**src/rtl/overlay_tile_fetch_if.sv**
```systemverilog
// Memory-side bus of the overlay tile fetcher: tile-index RAM and font ROM read ports.
// Both memories return data one clk after the address is presented.
interface overlay_tile_fetch_if;
  logic [10:0] chram_addr;
  logic [7:0]  chram_q;
  logic [10:0] chrom_addr;
  logic [7:0]  chrom_q;

  modport master (output chram_addr, output chrom_addr, input chram_q, input chrom_q);
  modport slave  (input chram_addr, input chrom_addr, output chram_q, output chrom_q);
endinterface

```
**src/rtl/overlay_tile_fetch.sv**
```systemverilog
// Overlay character tile fetcher: reads tile index then font row one tile ahead of the
// raster and serialises the row into the coverage bit a_o with zero latency vs hcnt.
module overlay_tile_fetch #(
  parameter int         COLS    = 40,
  parameter int         ROWS    = 30,
  parameter logic [9:0] H_TOTAL = 10'd400,
  parameter logic [9:0] V_TOTAL = 10'd262
) (
  input  logic                 clk,
  input  logic                 reset,
  input  logic                 ce_pix_i,
  input  logic [9:0]           hcnt_i,
  input  logic [9:0]           vcnt_i,
  overlay_tile_fetch_if.master mem,
  output logic                 a_o
);
  localparam logic [7:0]  COLS_W = 8'(COLS);
  localparam logic [6:0]  ROWS_W = 7'(ROWS);
  localparam logic [10:0] COLS_A = 11'(COLS);
  localparam logic [10:0] ACT_W  = 11'(8 * COLS);
  localparam logic [10:0] ACT_H  = 11'(8 * ROWS);

  // ROMW waits out the font ROM read latency before PAT captures the row.
  typedef enum logic [2:0] {IDLE, IDX, FONT, ROMW, PAT} state_e;

  state_e      state_q;
  logic [10:0] chram_addr_q, chrom_addr_q;
  logic [2:0]  yl_q;
  logic [7:0]  pattern_q, shift_q, shift_d;
  logic        pending_q, pending_d;

  logic        line_start, tile_edge, trig, load;
  logic [7:0]  col_nxt;
  logic [6:0]  tgt_col, tgt_row;
  logic [9:0]  tgt_y;
  logic [10:0] idx_addr;

  always_comb begin
    line_start = (hcnt_i == H_TOTAL - 10'd8);
    col_nxt    = {1'b0, hcnt_i[9:3]} + 8'd1;
    tile_edge  = (hcnt_i[2:0] == 3'd0) && (col_nxt < COLS_W);
    tgt_col    = line_start ? 7'd0 : col_nxt[6:0];
    if (!line_start)                   tgt_y = vcnt_i;
    else if (vcnt_i == V_TOTAL - 10'd1) tgt_y = '0;
    else                               tgt_y = vcnt_i + 10'd1;
    tgt_row  = tgt_y[9:3];
    trig     = ce_pix_i && (line_start || tile_edge) && (tgt_row < ROWS_W);
    idx_addr = 11'(tgt_row) * COLS_A + 11'(tgt_col);
    load     = (hcnt_i[2:0] == 3'd7) || (hcnt_i == H_TOTAL - 10'd1);
  end

  // Blank tiles and rows past the last one load zeros because pending stays clear.
  always_comb begin
    shift_d   = shift_q;
    pending_d = pending_q;
    if (state_q == PAT) pending_d = 1'b1;
    if (ce_pix_i) begin
      if (load) begin
        shift_d   = pending_q ? pattern_q : 8'h00;
        pending_d = 1'b0;
      end else begin
        shift_d = {shift_q[6:0], 1'b0};
      end
    end
  end

  always_ff @(posedge clk) begin
    if (reset) begin
      state_q      <= IDLE;
      chram_addr_q <= '0;
      chrom_addr_q <= '0;
      yl_q         <= '0;
      pattern_q    <= '0;
      shift_q      <= '0;
      pending_q    <= 1'b0;
    end else begin
      shift_q   <= shift_d;
      pending_q <= pending_d;
      case (state_q)
        IDLE: if (trig) begin
          chram_addr_q <= idx_addr;
          yl_q         <= tgt_y[2:0];
          state_q      <= IDX;
        end
        IDX:  state_q <= FONT;
        FONT: begin
          chrom_addr_q <= {mem.chram_q, yl_q};
          state_q      <= ROMW;
        end
        ROMW: state_q <= PAT;
        PAT: begin
          pattern_q <= mem.chrom_q;
          state_q   <= IDLE;
        end
        default: state_q <= IDLE;
      endcase
    end
  end

  assign mem.chram_addr = chram_addr_q;
  assign mem.chrom_addr = chrom_addr_q;
  assign a_o = shift_q[7] & ({1'b0, hcnt_i} < ACT_W) & ({1'b0, vcnt_i} < ACT_H);

  // A new tile trigger must never land on an in-flight fetch.
  a_no_busy_trig: assert property (@(posedge clk) disable iff (reset) trig |-> state_q == IDLE);
endmodule
```
**src/flat_wrapper.sv**
```systemverilog
// flat-port wrapper written by rule: the top's interface ports become plain ports
module overlay_tile_fetch_flat 
#(
  parameter int         COLS    = 40,
  parameter int         ROWS    = 30,
  parameter logic [9:0] H_TOTAL = 10'd400,
  parameter logic [9:0] V_TOTAL = 10'd262
)
  (clk, reset, ce_pix_i, hcnt_i, vcnt_i, a_o, mem_chram_addr, mem_chrom_addr, mem_chram_q, mem_chrom_q);
  overlay_tile_fetch_if mem_i ();
  input  logic clk;
  input  logic reset;
  input  logic ce_pix_i;
  input  logic [9:0] hcnt_i;
  input  logic [9:0] vcnt_i;
  output logic a_o;
  output wire logic [$bits(mem_i.chram_addr)-1:0] mem_chram_addr;
  output wire logic [$bits(mem_i.chrom_addr)-1:0] mem_chrom_addr;
  input wire logic [$bits(mem_i.chram_q)-1:0] mem_chram_q;
  input wire logic [$bits(mem_i.chrom_q)-1:0] mem_chrom_q;
  assign mem_chram_addr = mem_i.chram_addr;
  assign mem_chrom_addr = mem_i.chrom_addr;
  assign mem_i.chram_q = mem_chram_q;
  assign mem_i.chrom_q = mem_chrom_q;
  overlay_tile_fetch #(.COLS(COLS), .ROWS(ROWS), .H_TOTAL(H_TOTAL), .V_TOTAL(V_TOTAL)) u_core (.clk(clk), .reset(reset), .ce_pix_i(ce_pix_i), .hcnt_i(hcnt_i), .vcnt_i(vcnt_i), .mem(mem_i), .a_o(a_o));
endmodule
```
**config.mk**
```make
export PLATFORM = sky130hd
export DESIGN_NAME = overlay_tile_fetch_flat
export DESIGN_NICKNAME = d
export VERILOG_FILES = /design/src/rtl/overlay_tile_fetch_if.sv /design/src/rtl/overlay_tile_fetch.sv /design/src/flat_wrapper.sv
export SDC_FILE = /design/constraint.sdc
export NUM_CORES = 1
export LEC_CHECK = 0
export BUFFER_PORTS_ARGS = -buffer_cell sky130_fd_sc_hd__buf_4
export CAP_MARGIN = 20
export CORE_MARGIN = 4
export CORE_UTILIZATION = 55
export CTS_CLUSTER_SIZE = 14
export DETAILED_ROUTE_END_ITERATION = 8
export PLACE_DENSITY = 0.8
export RECOVER_POWER = 25
export SETUP_SLACK_MARGIN = 0.15
export SLEW_MARGIN = 0
export SYNTH_ARGS = -nofsm -noshare
export SYNTH_HDL_FRONTEND = slang
export SYNTH_SLANG_ARGS = --single-unit
```
**constraint.sdc**
```tcl
create_clock -name clk -period 7.5 [get_ports clk]
set_input_delay 0.375 -clock clk [delete_from_list [all_inputs] [get_ports clk]]
set_output_delay 0.375 -clock clk [all_outputs]
set_load 0.005 [all_outputs]
```
==> impl_metrics.ini <==
[status]
status = complete, but fails checks
violations = capacitance limit, slew limit

[logic_synthesis]
synth.distinct_cells = 52
yosys-top-cells-count = nand2_1, dfxtp_1, a21oi_1, nand3_1, nor2_1
synth_nets = 391
synth_seq_cells = 45
synth_top_area_share_pct = 32.9
yosysWarnings = 0
post-synth-top-area-cell = dfxtp_1
synth_edf_count = 0
synthTopCellsByArea = dfxtp_1, nand2_1, ha_1
ys_seq_area_share_pct = 32.9
async_flop_share_pct = 0
yosysMostFrequentCell = nand2_1
synthFlopType = dfxtp_1
netlist_instances = 334
syn-mean-instance-area_um2 = 8.21
syn_area_um2 = 2740

[clocking]
clk_pin_slew_ns = 0.09
clk_latency_ns = 0.29
ctsRootBufferMaster = clkbuf_8
ctsHoldBuffers = 0
clockBufferDepth = 2
htreeDepth = 2
cts_tree = yes
cts_resized = 0
postCtsSetupBuffers = 0
cts_buffers = 5
cts.sinks = 45

[sta]
max_freq_ghz = 0.293
hold_violations = 0
setup_viol = 0
rsz0062_at_grt = no
slew-limit-headroom_pct = -43.0
fin_skew_ns = 0.00777
drv_slew = 50
worst-slew-pin-transition_ns = 2.14
fin_crit_sh_pct = 45.6
tns_ns = 0
layout_min_cycle_time_ns = 3.42

[floorplanning]
core.rowCount = 25
dieArea_um2 = 6180
start_util_pct = 57.3
die_y_um = 78.6
core_area_um2 = 4790
ioPinCount = 62
dieWidth_um = 78.6

[route]
drtIter0Drc = 132
vias = 2499
route.detailed.drc = 0
wl_per_cell_um = 14.0
dr.pass1.iters = 4
ant_nets = 0
routed_wl_mm = 6.31
vias_per_cell = 5.54

[setup_path]
cp_data_arrival_time_ns = 3.64
critical_path_class = input pin to flop
cp.required_ns = 7.72
rrSetupSlack_ns = 5.79
worstReg2RegEnd = u_core.mem.chram_addr[0]
cp-start-kind = input pin
critPathLaunch = hcnt_i[1]
critical_path.endpoint = u_core.mem.chram_addr[10]
cp-end-kind = flop
timing.rr.start = u_core.state_q[1]
r2r_cells = 4
cp_max_fo = 7

[placement]
portBuffers = 61
place_area_um2 = 3150
dpl.hpwl_mm = 4.83
place.gp.congestion = 0.889
dpl.cell_count = 443

[finish]
final_cells = 451
design_area_um2 = 3260
drive_gt1_share_pct = 21.4
fin_nets = 440
fillers = 417
areaGrowthSynthToFinish_pct = 19.0
num_antenna_cells = 0

[power]
vdd_drop_max_mv = 0.164
p_leak_nw = 1.32
power_density_nw_per_um2 = 162

[grt]
antenna_found_initial = 0
grtUsageTotal_pct = 20.9
grt_pass1_vias = 2387
overflow = 0
grt_pass1_wl_mm = 10.6
grt_max_degree = 50

[min_path]
hp-class = input pin to flop

[job]
drv_cap = 1
worst max-delay path: stages:
cell and delay [ns]:
buf_4 0.12, or3_4 0.40, nor3_2 0.43, nand4_1 0.17
xnor2_1 0.23, ha_1 0.28, ha_1 0.23, fa_1 0.57
nand2_1 0.07, o21ai_0 0.24, nand3_1 0.13, xnor2_1 0.17
nand3_1 0.09, o2bb2ai_1 0.14
where the power goes:
group	internal [mW]	switching [mW]	total, mW
clock	0.108	0.0806	0.189
combinational	0.0448	0.0521	0.0969
sequential	0.242	0.00174	0.243
total	0.395	0.134	0.529
metrics by stage:
step	util [%]	hold slack (ns)	setup WS, ns	power (mW)
after detailed placement	65.8	0.446	3.78	0.346
after floorplan	-	0.427	4.15	0.316
after global routing	68.2	0.318	3.80	0.553
after global placement	65.8	0.436	3.91	0.344
final	68.2	0.320	4.08	0.529
after CTS	68.3	0.322	4.09	0.531
registers in the layout (all words and copies together) (netlist names):
| name | cells |
|---|---|
| u_core.mem.chram_addr | 11 |
| u_core.pending_q | 1 |
| u_core.pattern_q | 8 |
| u_core.mem.chrom_addr | 11 |
| u_core.yl_q | 3 |
| u_core.state_q | 3 |
| u_core.shift_q | 8 |
cells in the final DEF, fill, tap and decap left out, drive strengths merged, types with 2 or more instances in the layout:
cell,instances
nor4,3
mux2i,4
and3,5
buf,53
nand2,62
nand3,27
clkbuf,14
nor3,5
nor2,21
xor2,7
dfxtp,45
fa,2
a311oi,7
and4,2
a31oi,2
xnor2,15
nand4,5
or3,4
a21oi,36
ha,16
o21ai,16
nand2b,3
o31ai,2
inv,3
a21o,4
nor2b,5
and2,3
cell families after synthesis:
| logic type | Yosys count | share of synthesized area [%] |
|---|---|---|
| AOI/OAI and AO/OA | 73 | 17.0 |
| xor gates and xnor gates | 22 | 7.30 |
| adders and majority gates | 18 | 8.76 |
| buffers and inverters | 22 | 5.25 |
| DFF | 45 | 32.9 |
| muxes | 5 | 1.87 |
| and+or+nand+nor | 149 | 27.0 |
worst min path at each step:
| stage | cells past startpoint | endpoint | slack [ns] | from |
|---|---|---|---|---|
| after floorplan | 2 | u_core.mem.chrom_addr[1] | 0.43 | u_core.yl_q[1] |
| after global placement | 2 | u_core.mem.chrom_addr[1] | 0.44 | u_core.yl_q[1] |
| after detailed placement | 2 | u_core.mem.chrom_addr[1] | 0.45 | u_core.yl_q[1] |
| after CTS | 3 | u_core.pattern_q[7] | 0.32 | mem_chrom_q[7] |
| after global routing | 3 | u_core.mem.chrom_addr[4] | 0.32 | mem_chram_q[1] |
| final | 3 | u_core.pattern_q[7] | 0.32 | mem_chrom_q[7] |
layout make-up:
type / count / area (um^2) / share of cell area [%]
Clock buffer: 6 / 82.6 / 2.53
Sequential cell: 45 / 901 / 27.6
Clock inverter: 2 / 37.5 / 1.15
Timing Repair Buffer: 61 / 450 / 13.8
Multi-Input combinational cell: 267 / 1700 / 52.0
Tap cell: 67 / 83.8 / 2.57
Inverter: 3 / 11.3 / 0.345
routing by layer:
layer	part of all wire [%]	vias to the layer above	GRT usage [%]
met1	44	1172	27.3
met5	0	-	0
met3	4.7	2	2.98
met4	0.22	0	3.15
li1	-	1266	-
met2	51	59	37.3
Power figures use the tool's default switching activity.
